## src/rtl/unified_mem_arbiter.sv

```systemverilog
// Shares one single-port, variable-latency memory between instruction fetch
// and the data port: data has priority, fetch gets an anti-starvation override.
module unified_mem_arbiter #(
    parameter int AW       = 7,
    parameter int DW       = 32,
    parameter int MAX_WAIT = 4,
    parameter int TIMEOUT  = 16
) (
    input  logic          clk,
    input  logic          reset_n,
    input  logic          i_req,
    input  logic [AW-1:0] i_addr,
    output logic          i_ack,
    output logic [DW-1:0] i_rdata,
    output logic          i_err,
    input  logic          d_req,
    input  logic          d_we,
    input  logic [AW-1:0] d_addr,
    input  logic [DW-1:0] d_wdata,
    output logic          d_ack,
    output logic [DW-1:0] d_rdata,
    output logic          d_err,
    output logic          stall_if,
    output logic          stall_mem,
    output logic          mem_en,
    output logic          mem_we,
    output logic [AW-1:0] mem_addr,
    output logic [DW-1:0] mem_wdata,
    input  logic [DW-1:0] mem_rdata,
    input  logic          mem_ready
);

    localparam int WCW = $clog2(MAX_WAIT + 1);
    localparam int TCW = $clog2(TIMEOUT);

    typedef enum logic [1:0] {
        S_IDLE,
        S_BUSY_I,
        S_BUSY_D,
        S_ACK
    } state_t;

    state_t         r_state;
    logic [WCW-1:0] r_wait_cnt;
    logic [TCW-1:0] r_tmo_cnt;

    logic w_starve;
    logic w_gnt_d;
    logic w_tmo_hit;
    logic w_busy;

    assign w_starve  = (r_wait_cnt == WCW'(MAX_WAIT));
    assign w_gnt_d   = d_req & ~(i_req & w_starve);
    // The cycle that would bring the count to TIMEOUT-1 is the abort cycle.
    assign w_tmo_hit = (r_tmo_cnt == TCW'(TIMEOUT - 2));
    assign w_busy    = (r_state == S_BUSY_I) | (r_state == S_BUSY_D);

    assign stall_if  = i_req & ~i_ack;
    assign stall_mem = d_req & ~d_ack;

    always_ff @(posedge clk or negedge reset_n) begin
        if (!reset_n) begin
            r_state    <= S_IDLE;
            r_wait_cnt <= '0;
            r_tmo_cnt  <= '0;
            mem_en     <= 1'b0;
            mem_we     <= 1'b0;
            mem_addr   <= '0;
            mem_wdata  <= '0;
            i_ack      <= 1'b0;
            i_err      <= 1'b0;
            i_rdata    <= '0;
            d_ack      <= 1'b0;
            d_err      <= 1'b0;
            d_rdata    <= '0;
        end else begin
            i_ack   <= 1'b0;
            i_err   <= 1'b0;
            i_rdata <= '0;
            d_ack   <= 1'b0;
            d_err   <= 1'b0;
            d_rdata <= '0;
            case (r_state)
                S_IDLE: begin
                    if (w_gnt_d) begin
                        r_state   <= S_BUSY_D;
                        r_tmo_cnt <= '0;
                        mem_en    <= 1'b1;
                        mem_we    <= d_we;
                        mem_addr  <= d_addr;
                        mem_wdata <= d_wdata;
                        if (i_req && !w_starve)
                            r_wait_cnt <= r_wait_cnt + WCW'(1);
                    end else if (i_req) begin
                        r_state    <= S_BUSY_I;
                        r_tmo_cnt  <= '0;
                        r_wait_cnt <= '0;
                        mem_en     <= 1'b1;
                        mem_we     <= 1'b0;
                        mem_addr   <= i_addr;
                        mem_wdata  <= '0;
                    end
                end
                S_BUSY_I, S_BUSY_D: begin
                    if (mem_ready || w_tmo_hit) begin
                        r_state <= S_ACK;
                        mem_en  <= 1'b0;
                        mem_we  <= 1'b0;
                        if (r_state == S_BUSY_I) begin
                            i_ack   <= 1'b1;
                            i_err   <= ~mem_ready;
                            i_rdata <= mem_ready ? mem_rdata : '0;
                        end else begin
                            d_ack   <= 1'b1;
                            d_err   <= ~mem_ready;
                            d_rdata <= (mem_ready && !mem_we) ?
                                       mem_rdata : '0;
                        end
                    end else begin
                        r_tmo_cnt <= r_tmo_cnt + TCW'(1);
                    end
                end
                S_ACK: begin
                    r_state <= S_IDLE;
                end
                default: begin
                    r_state <= S_IDLE;
                end
            endcase
        end
    end

    // Only meaningful as an internal consistency hint; mem_en tracks BUSY.
    logic w_unused;
    assign w_unused = w_busy;

endmodule

```

## config.mk

```make
export PLATFORM = sky130hd
export DESIGN_NAME = unified_mem_arbiter
export DESIGN_NICKNAME = d
export VERILOG_FILES = /design/src/rtl/unified_mem_arbiter.sv
export SDC_FILE = /design/constraint.sdc
export NUM_CORES = 1
export LEC_CHECK = 0
export ABC_AREA = 0
export BUFFER_PORTS_ARGS = -buffer_cell sky130_fd_sc_hd__buf_4
export CAP_MARGIN = 25
export CORE_UTILIZATION = 30
export CTS_BUF_LIST = sky130_fd_sc_hd__clkbuf_8 sky130_fd_sc_hd__clkbuf_16
export DETAILED_ROUTE_END_ITERATION = 10
export PLACE_DENSITY = 0.54
export SYNTH_ARGS = -nofsm -noshare
export SYNTH_HDL_FRONTEND = slang
export SYNTH_SLANG_ARGS = --single-unit
```

## constraint.sdc

```tcl
create_clock -name clk -period 2.3 [get_ports clk]
set_clock_uncertainty 0.15 [all_clocks]
set_input_delay 0.575 -clock clk [delete_from_list [all_inputs] [get_ports clk]]
set_output_delay 0.575 -clock clk [all_outputs]
set_load 0.005 [all_outputs]
```

==> summary.txt <==
Status: complete, no violations
Top_reg_cell synth: dfrtp_1
Critical path class: reg -> reg
Number of fill cells in the layout: 1280
CP Data Required Time: 2.50 ns
Worst setup margin: 0.295 ns
First drt pass iteration count: 4
Clk sinks: 118
Syn Nets: 428
Area Overhead vs Synth: 52.2%
Drt total wl: 11600 um
Clock slew at reported path FFs: 0.05 ns
Worst-skew pair later-pin latency: 0.41 ns
Layout cells sized above 1: 43.2%
Commonest non-fill, non-tap cell in the layout: buf_4
Tmin final: 2.00 ns
Peak Freq: 499 MHz
Initial antenna violation count: 0
Post-DR wirelength/cell: 15.8 um
Clk buf depth: 2
Vias: 3335
Routability cong.: 0.766
Syn Inst Count: 337
R2r worst-path depth: 7
# rows: 43
VDD IR max: 0.558 mV
Setup tns final: 0 ns
Max H-tree Level: 4
First-pass GRT wire length: 17400 um
DP Worst Slack: 0.244 ns
Worst hold path type: in -> reg
PortBufs: 194
Max cap viols: 0
Post_cts resized: 0
Cell variety after synth: 38
DP HPWL: 8110 um
Core Box Area: 14100 um^2
TritonCTS clock tree: done
Most frequent cells in the layout: buf_4 (201), dfrtp_1 (118), and2_1 (64)
Root Buffer Master: clkbuf_16
Hold path cells: 2
Post-synth EDFFs: 0
Crit end category: flop
DRT iter0 DRCs: 133
Max_slew headroom: 69.1%
Largest net degree at the start of global routing: 73
Layout Cells excl Fill: 735
Vias/cell: 4.54
Leakage: 3.46 nW
Final Hold Fails: 0
Synthesized area: 4400 um^2
Initial Util: 31.2%
Least-Margin Pin Slew: 0.464 ns
Die ar.: 15200 um^2
Nets: 633
Seq/Total Area, Yosys: 67.1%
Power per Cell Area: 1230 nW/um^2
Vias in the first global route: 3285
Gr usage total: 15.7%
Die Y: 123 um
Setup Fix Bufs, Post-CTS: 0
Placed Cells: 701
Drc violations: 0
Fin crit share: 87.2%
Yosys Warn Count: 0
Top fanout value on the critical path: 32
CP startpoint kind: flop
Syn_area_per_cell: 13.1 um^2
Async set or reset register ratio after synthesis: 100%
Num CTS Buffers: 17
# IOs: 195
Critical Path AT: 2.20 ns
Yosys reg bits: 118
Final setup vio count: 0
Chip Width: 123 um
# diodes: 0
Max-slew violations: 0
Final instance area: 6690 um^2
Gr ovfl total: 0
Placed cell area: 6070 um^2
Unrepaired setup endpoints after global routing: no
Routed Antenna Nets: 0
## Yosys cell counts (2+ instances only)
cell type	n	area (um^2)
a22o_1	32	280
and3_1	5	31.3
nand3_1	11	55.1
a21o_1	2	15.0
nor3_1	2	10.0
nand2_1	8	30.0
nand4b_1	2	17.5
nor2b_1	3	18.8
buf_6	3	33.8
nor2_1	9	33.8
buf_2	7	35.0
a31oi_1	9	56.3
a2bb2oi_1	2	17.5
ha_1	7	87.6
dfrtp_1	118	2950
inv_1	10	37.5
and2_1	64	400
o21ai_0	13	65.1
clkbuf_2	3	15.0
clkbuf_1	6	22.5
a211oi_1	2	15.0
o311ai_0	3	26.3
## per-stage QoR
stage | utilization (%) | hold WS [ns] | total power, W
floorplan | - | 0.129 | 0.00431
global placement | 43.1 | 0.339 | 0.00567
detailed placement | 43.1 | 0.345 | 0.00571
CTS | 47.3 | 0.203 | 0.00834
global route | 47.5 | 0.210 | 0.00875
finish | 47.5 | 0.218 | 0.00825
## final cells by class
type,instances,area (um^2),area share (%)
Sequential cell,118,2950,44.1
Timing Repair Buffer,205,1580,23.7
Multi-Input combinational cell,189,1300,19.5
Clock buffer,21,480,7.18
Tap cell,180,225,3.36
Clock inverter,11,108,1.61
Inverter,11,41.3,0.617
## layer usage
layer	vias up	GRT usage [%]	part of all wire [%]
met4	0	7.68	1.7
met1	1650	17.6	39
li1	1571	-	-
met2	99	27.5	54
met3	15	4.38	5.1
met5	-	0	0
## final timing paths
| check | start | end | slack (ns) |
|---|---|---|---|
| min in group asynchronous | reset_n | d_rdata[24] | 0.54 |
| setup reg to reg | r_state[0] | d_rdata[7] | 0.30 |
| setup / recovery | r_state[0] | d_rdata[7] | 0.30 |
| hold reg to reg | mem_wdata[24] | mem_wdata[24] | 0.36 |
| max in group asynchronous | reset_n | r_tmo_cnt[0] | 1.10 |
| hold / removal | mem_ready | i_err | 0.22 |
## state kept, by name, summed over array words and instances (netlist names), 2 cells and up
name        cells
i_rdata        32
mem_wdata      32
r_tmo_cnt       4
r_wait_cnt      3
r_state         2
mem_addr        7
d_rdata        32
## power breakdown
group          internal [W]  total, W  switching [W]
Clock               0.00169   0.00258       0.000889
Sequential          0.00271   0.00303       0.000324
Combinational       0.00144   0.00264        0.00120
## critical path, cell delays in order, from the launching register on
cell and delay (ns):
dfrtp_1 0.36, inv_1 0.07, ha_1 0.29, buf_4 0.19
inv_2 0.10, nor4b_4 0.27, buf_4 0.32, and2_1 0.19
## timing repair
action,CTS,global route
hold buffers,1,0
endpoints found under the hold margin,11,0
setup endpoints to repair,0,0
## kinds of logic after synthesis
group                    share of synthesized area (%)
adder cells (fa/ha/maj)                           1.99
AO/OA/AOI/OAI                                     12.4
flip-flops                                        67.1
buffers and inverters                             3.36
AND/OR/NAND/NOR                                   15.1
Note: power is estimated with default switching activity, not from simulation.
